<file path="src/rtl/a53_keystream_ctrl.sv">
// -----------------------------------------------------------------------------
// a53_keystream_ctrl
//
// Sequences a single fixed-latency 64-bit KASUMI core through the A5/3 KGCORE
// chain, one pass at a time:
//   pass 0   : A     = KASUMI[Kc ^ 0x5555...](init_data)
//   pass n+1 : KSB_n = KASUMI[Kc](A ^ n ^ KSB_(n-1)), with KSB_(-1) = 0
// Each keystream block is presented on a valid/ready output port.
//
// Build option:
//   A53_KS_OVERLAP_EN - when defined, the next pass is issued on the cycle
//   after a block capture instead of waiting for the output handshake. If the
//   pass finishes while the output is still unaccepted, the capture stalls
//   with the core inputs held.
//
// Parameters:
//   LATENCY    cycles from a core input change to a capturable core_dout (1..255)
//   CNT_W      width of the block count / block counter (< 64)
//
// Ports:
//   clk, rst          clock, asynchronous active-high reset
//   start             one-cycle request, accepted only while idle
//   kc                cipher key, sampled on an accepted start
//   init_data         KGCORE initial value, used on an accepted start
//   num_blocks        number of keystream blocks, sampled on an accepted start
//   busy              high in every state except IDLE
//   core_kc/core_din  registered key/data to the KASUMI core
//   core_dout         KASUMI core result
//   ks_data/ks_valid/ks_ready/ks_last   keystream output handshake
//   done              one-cycle pulse at the end of a sequence
// -----------------------------------------------------------------------------
module a53_keystream_ctrl #(
   parameter int LATENCY = 16,
   parameter int CNT_W   = 8
) (
   input  logic             clk,
   input  logic             rst,
   input  logic             start,
   input  logic [63:0]      kc,
   input  logic [63:0]      init_data,
   input  logic [CNT_W-1:0] num_blocks,
   output logic             busy,
   output logic [63:0]      core_kc,
   output logic [63:0]      core_din,
   input  logic [63:0]      core_dout,
   output logic [63:0]      ks_data,
   output logic             ks_valid,
   input  logic             ks_ready,
   output logic             ks_last,
   output logic             done
);

   typedef enum logic [2:0] {
      IDLE     = 3'd0,
      PRE_WAIT = 3'd1,
      GEN_WAIT = 3'd2,
      OUT      = 3'd3,
      FIN      = 3'd4
   } state_t;

   localparam logic [63:0]      KEY_MOD   = 64'h5555_5555_5555_5555;
   localparam logic [7:0]       WAIT_LAST = 8'(LATENCY - 1);
   localparam logic [CNT_W-1:0] CNT_ZERO  = {CNT_W{1'b0}};
   localparam logic [CNT_W-1:0] CNT_ONE   = CNT_W'(1);

   // Data input of a keystream pass: A ^ zero-extended n ^ previous block.
   function automatic logic [63:0] chain_din(input logic [63:0]      a,
                                             input logic [CNT_W-1:0] n,
                                             input logic [63:0]      ksb_prev);
      chain_din = a ^ {{(64-CNT_W){1'b0}}, n} ^ ksb_prev;
   endfunction

   state_t           state_r, state_s;
   logic [7:0]       wait_cnt_r, wait_cnt_s;
   logic [63:0]      kc_r, kc_s;
   logic [CNT_W-1:0] num_r, num_s;
   logic [63:0]      a_r, a_s;
   logic [63:0]      ksb_r, ksb_s;
   logic [CNT_W-1:0] n_r, n_s;
   logic [63:0]      core_kc_r, core_kc_s;
   logic [63:0]      core_din_r, core_din_s;
   logic [63:0]      ks_data_r, ks_data_s;
   logic             ks_valid_r, ks_valid_s;
   logic             ks_last_r, ks_last_s;
   logic             busy_r, busy_s;
   logic             done_r, done_s;
   logic             handshake_s;
   logic             wait_done_s;
   logic [7:0]       wait_inc_s;
   logic [CNT_W-1:0] next_n_s;
`ifdef A53_KS_OVERLAP_EN
   // Set once the pass following the presented block has been issued.
   logic             issued_r, issued_s;
`endif

   assign busy     = busy_r;
   assign core_kc  = core_kc_r;
   assign core_din = core_din_r;
   assign ks_data  = ks_data_r;
   assign ks_valid = ks_valid_r;
   assign ks_last  = ks_last_r;
   assign done     = done_r;

   // Next-state and next-register computation for the sequencer.
   always_comb begin
      state_s     = state_r;
      wait_cnt_s  = wait_cnt_r;
      kc_s        = kc_r;
      num_s       = num_r;
      a_s         = a_r;
      ksb_s       = ksb_r;
      n_s         = n_r;
      core_kc_s   = core_kc_r;
      core_din_s  = core_din_r;
      ks_data_s   = ks_data_r;
      ks_valid_s  = ks_valid_r;
      ks_last_s   = ks_last_r;
`ifdef A53_KS_OVERLAP_EN
      issued_s    = issued_r;
`endif
      handshake_s = ks_valid_r & ks_ready;
      // The counter stops at its last value, so a stalled capture stays ready.
      wait_done_s = (wait_cnt_r == WAIT_LAST);
      wait_inc_s  = wait_done_s ? wait_cnt_r : (wait_cnt_r + 8'd1);
      next_n_s    = n_r + CNT_ONE;

      case (state_r)
         IDLE: begin
            if (start) begin
               if (num_blocks != CNT_ZERO) begin
                  kc_s       = kc;
                  num_s      = num_blocks;
                  a_s        = 64'd0;
                  ksb_s      = 64'd0;
                  n_s        = CNT_ZERO;
                  core_kc_s  = kc ^ KEY_MOD;
                  core_din_s = init_data;
                  wait_cnt_s = 8'd0;
                  state_s    = PRE_WAIT;
               end else begin
                  state_s    = FIN;
               end
            end else begin
               state_s = IDLE;
            end
         end

         PRE_WAIT: begin
            if (wait_done_s) begin
               a_s        = core_dout;
               n_s        = CNT_ZERO;
               core_kc_s  = kc_r;
               core_din_s = chain_din(core_dout, CNT_ZERO, 64'd0);
               wait_cnt_s = 8'd0;
               state_s    = GEN_WAIT;
            end else begin
               wait_cnt_s = wait_inc_s;
            end
         end

         GEN_WAIT: begin
            if (wait_done_s) begin
               ks_data_s  = core_dout;
               ks_valid_s = 1'b1;
               ks_last_s  = (n_r == (num_r - CNT_ONE));
               ksb_s      = core_dout;
`ifdef A53_KS_OVERLAP_EN
               issued_s   = 1'b0;
`endif
               state_s    = OUT;
            end else begin
               wait_cnt_s = wait_inc_s;
            end
         end

         OUT: begin
`ifdef A53_KS_OVERLAP_EN
            if (ks_last_r) begin
               if (handshake_s) begin
                  ks_valid_s = 1'b0;
                  ks_last_s  = 1'b0;
                  state_s    = FIN;
               end else begin
                  state_s = OUT;
               end
            end else if (!issued_r) begin
               // First cycle after a capture: launch the next pass right away.
               n_s        = next_n_s;
               core_din_s = chain_din(a_r, next_n_s, ksb_r);
               wait_cnt_s = 8'd0;
               issued_s   = 1'b1;
               if (handshake_s) begin
                  ks_valid_s = 1'b0;
                  state_s    = GEN_WAIT;
               end else begin
                  state_s = OUT;
               end
            end else begin
               wait_cnt_s = wait_inc_s;
               if (handshake_s) begin
                  if (wait_done_s) begin
                     // Output register frees this very cycle: capture into it.
                     ks_data_s  = core_dout;
                     ks_valid_s = 1'b1;
                     ks_last_s  = (n_r == (num_r - CNT_ONE));
                     ksb_s      = core_dout;
                     issued_s   = 1'b0;
                     state_s    = OUT;
                  end else begin
                     ks_valid_s = 1'b0;
                     state_s    = GEN_WAIT;
                  end
               end else begin
                  state_s = OUT;
               end
            end
`else
            if (handshake_s) begin
               ks_valid_s = 1'b0;
               ks_last_s  = 1'b0;
               if (ks_last_r) begin
                  state_s = FIN;
               end else begin
                  n_s        = next_n_s;
                  core_din_s = chain_din(a_r, next_n_s, ksb_r);
                  wait_cnt_s = 8'd0;
                  state_s    = GEN_WAIT;
               end
            end else begin
               state_s = OUT;
            end
`endif
         end

         FIN: begin
            state_s = IDLE;
         end

         default: begin
            state_s = IDLE;
         end
      endcase

      busy_s = (state_s != IDLE);
      done_s = (state_s == FIN);
   end

   // Sequencer state and output registers, cleared asynchronously.
   always_ff @(posedge clk or posedge rst) begin
      if (rst) begin
         state_r    <= IDLE;
         wait_cnt_r <= 8'd0;
         kc_r       <= 64'd0;
         num_r      <= CNT_ZERO;
         a_r        <= 64'd0;
         ksb_r      <= 64'd0;
         n_r        <= CNT_ZERO;
         core_kc_r  <= 64'd0;
         core_din_r <= 64'd0;
         ks_data_r  <= 64'd0;
         ks_valid_r <= 1'b0;
         ks_last_r  <= 1'b0;
         busy_r     <= 1'b0;
         done_r     <= 1'b0;
`ifdef A53_KS_OVERLAP_EN
         issued_r   <= 1'b0;
`endif
      end else begin
         state_r    <= state_s;
         wait_cnt_r <= wait_cnt_s;
         kc_r       <= kc_s;
         num_r      <= num_s;
         a_r        <= a_s;
         ksb_r      <= ksb_s;
         n_r        <= n_s;
         core_kc_r  <= core_kc_s;
         core_din_r <= core_din_s;
         ks_data_r  <= ks_data_s;
         ks_valid_r <= ks_valid_s;
         ks_last_r  <= ks_last_s;
         busy_r     <= busy_s;
         done_r     <= done_s;
`ifdef A53_KS_OVERLAP_EN
         issued_r   <= issued_s;
`endif
      end
   end

endmodule

</file>
<file path="config.mk">
export PLATFORM = sky130hd
export DESIGN_NAME = a53_keystream_ctrl
export DESIGN_NICKNAME = d
export VERILOG_FILES = /design/src/rtl/a53_keystream_ctrl.sv
export SDC_FILE = /design/constraint.sdc
export NUM_CORES = 1
export LEC_CHECK = 0
export ABC_AREA = 1
export CAP_MARGIN = 20
export CORE_MARGIN = 5
export CORE_UTILIZATION = 35
export DETAILED_ROUTE_END_ITERATION = 10
export MAX_ROUTING_LAYER = met4
export SETUP_SLACK_MARGIN = 0.1
export SYNTH_ARGS = -nofsm -noshare
export SYNTH_HDL_FRONTEND = slang
export SYNTH_SLANG_ARGS = --single-unit
export TNS_END_PERCENT = 1
</file>
<file path="constraint.sdc">
create_clock -name clk -period 16.1 [get_ports clk]
set_clock_uncertainty 0.1 [all_clocks]
set_input_delay 4.025 -clock clk [delete_from_list [all_inputs] [get_ports clk]]
set_output_delay 4.025 -clock clk [all_outputs]
set_load 0.01 [all_outputs]
</file>
==> qor.csv <==
metric,value,unit
max-slew violations,0,
Crit path arrival time,6.89,ns
Setup TNS,0,ns
grt met2 use,30.1,%
fraction of met1 tracks used by global routing,24.7,%
GP Congestion,0.830,
Port Buffers,399,
"worst slack, placed",8.94,ns
Starting Density,35.5,%
Post-CTS Setup Inserts,0,
"commonest non-fill, non-tap cells in the layout","nand2_1 (939), dfrtp_1 (415), clkdlybuf4s50_1 (399)",
"most used cell, CP",nor2_1,
core box area,51500,µm²
Critical Path RT,16.46,ns
pin count of the biggest net entering global routing,160,
Routed Antenna Nets,0,
die span in y,238,µm
"FF+latch count, synth",415,
Sw Share,37.5,%
CTS resizes,0,
Critical Path Source,num_blocks[6],
Worst path max stage delay,0.68,ns
cell row count,83,
Initial DRT Pass Iterations,8,
count of max-cap constraint violations,0,
Placed Cells,3117,
GRT Util Overall,19.4,%
Final WS setup,9.57,ns
Max-slew headroom,29.8,%
Via Count,15300,
worst-path cell chain,clkdlybuf4s50_1 > inv_1 > nand2_1 > nor2_1 > nand2_1 > nor2_1 > nor2_4 > nand2_4 > buf_4 > inv_2 > nor2_1 > nor2_1,
HP Start,ks_data[39],
Startpoint Class,input pin,
layout cells sized above 1,6.38,%
clk sinks,415,
CP max FO,64,
Slew @ Worst Pin,1.05,ns
TritonCTS clock tree,built,
Final min period,6.53,ns
Finished Layout Cells,3214,
DP HPWL,36.6,mm
reg2reg setup slack,12.60,ns
total wire length,55.0,mm
mean area per synthesized cell,8.57,µm²
clk root buf,clkbuf_16,
fraction of registers with async set/reset,100,%
first-pass GRT wire length,86.3,mm
Die W,238,µm
drt first-iter violations,1064,
Pleak,11.5,nW
Logic pwr share,38.7,%
worst r2r src,state_r[0],
sequential area share after synthesis,56.9,%
Clk pwr share,25.3,%
run status,completed,
Main synth FF type,dfrtp_1,
CTS H-Tree Depth,2,
"Clk pin slew, worst setup/hold paths",0.06,ns
Critical Setup Path Class,in2reg,
mapped cell area,18300,µm²
final hold vios,0,
fin crit share,40.6,%
# hold bufs at CTS,0,
CTS max path bufs,3,
Peak VDD IR,0.118,mV
I/O pin count,400,
grt peak-use layer,met2,
Die ar.,56800,µm²
Num CTS Buffers,47,
Final setup viols,0,
Avg WL per Cell,17.1,µm
Flop pwr share,36.0,%
initial antenna violation count,10,
Nets,2694,
residual DRC count,0,
Psw,1.63,mW
pwr/cell area,179,nW/µm²
Critical Path End Type,register,
Max Freq,0.153,GHz
synth warn,0,
"most common cell after layout, fill and taps aside",nand2_1,
net count after synthesis,2339,
slowest CP cell,buf_4,
grt met3 use,6.98,%
Netlist cell types,33,
"Area growth, synth to finish",33.2,%
vias in the first global route,15400,
hold crit path type,reg2reg,
number of synthesized flops with an enable pin,0,
GR Overflow Total,0,
clk_lat worst skew,0.57,ns
Mapped Cells,2132,
RSZ-0062 raised after global routing,false,
Via density,4.76,
Internal Dissipation,2.72,mW
flip-flops by register name, summed over array words and instances (netlist names), 3 cells and up:
signal	cells
n_r	8
core_kc	64
ksb_r	64
ks_data	64
state_r	3
wait_cnt_r	8
kc_r	64
core_din	64
a_r	64
num_r	8
cells in the mapped netlist (5+ instances only):
cell	n	area (µm²)
mux2_2	32	360
nand3_1	33	165
o21ai_1	70	350
a21oi_1	58	290
o21ai_0	221	1110
xor2_1	8	70.1
inv_2	8	30.0
o21ai_2	6	52.6
buf_1	6	22.5
nor2_1	53	199
buf_6	12	135
clkbuf_1	32	120
xnor2_1	62	543
inv_1	87	327
dfrtp_1	415	10400
buf_2	54	270
nand2_1	939	3520
nor2_4	5	56.3
layout make-up:
type,count,area [µm²]
fillers,4989,27200
inverters,95,369
clock buffers,67,1380
multi-input cells,1514,6960
diodes,9,22.5
well taps,680,851
clock inverters,20,225
flip-flops and latches,415,10400
repair buffers,414,4140
metal layers:
layer | wire length [µm] | share of wire [%] | vias to the layer above
met4 | 966 | 1.8 | 0
met2 | 24900 | 45 | 482
met1 | 23600 | 43 | 7271
met5 | 0 | 0 | -
li1 | - | - | 7490
met3 | 5490 | 10 | 66
critical path, delay by kind of cell:
| family | cells | cell delay (ns) |
|---|---|---|
| buffers and inverters | 4 | 1.47 |
| and+or+nand+nor | 8 | 1.31 |
power groups by stage:
stage                     registers [mW]  logic [mW]  clock network, mW
final                               1.56        1.68               1.10
after global routing                1.60        1.90               1.18
after CTS                           1.57        1.72               1.14
after detailed placement            1.58        1.71                  0
after global placement              1.57        1.68                  0
after floorplan                     1.61        1.03                  0
cell families after synthesis:
family,count (synthesis),synth area share [%]
simple gates,1049,22.4
flops,415,56.9
compound gates,360,10.1
buf+inv,203,5.12
xor+xnor,70,3.36
mux,32,1.97
fa+ha+maj,3,0.206
final timing paths:
check,end,cells past startpoint
min in group asynchronous,core_kc[13],2
setup reg to reg,core_din[5],10
hold / removal,ks_data[39],2
setup / recovery,core_din[5],12
max in group asynchronous,core_kc[2],3
hold reg to reg,ks_data[39],2
metrics by stage:
stage | total power [mW] | util, % | hold WS [ns] | area [µm²]
after floorplan | 2.65 | - | 0.353 | 18300
after global placement | 3.25 | 44.0 | 0.362 | 22700
after detailed placement | 3.29 | 44.0 | 0.365 | 22700
after CTS | 4.42 | 47.1 | 0.382 | 24300
after global routing | 4.68 | 47.2 | 0.392 | 24300
final | 4.35 | 47.2 | 0.378 | 24300
No activity file was read; power rests on OpenSTA's default activity.
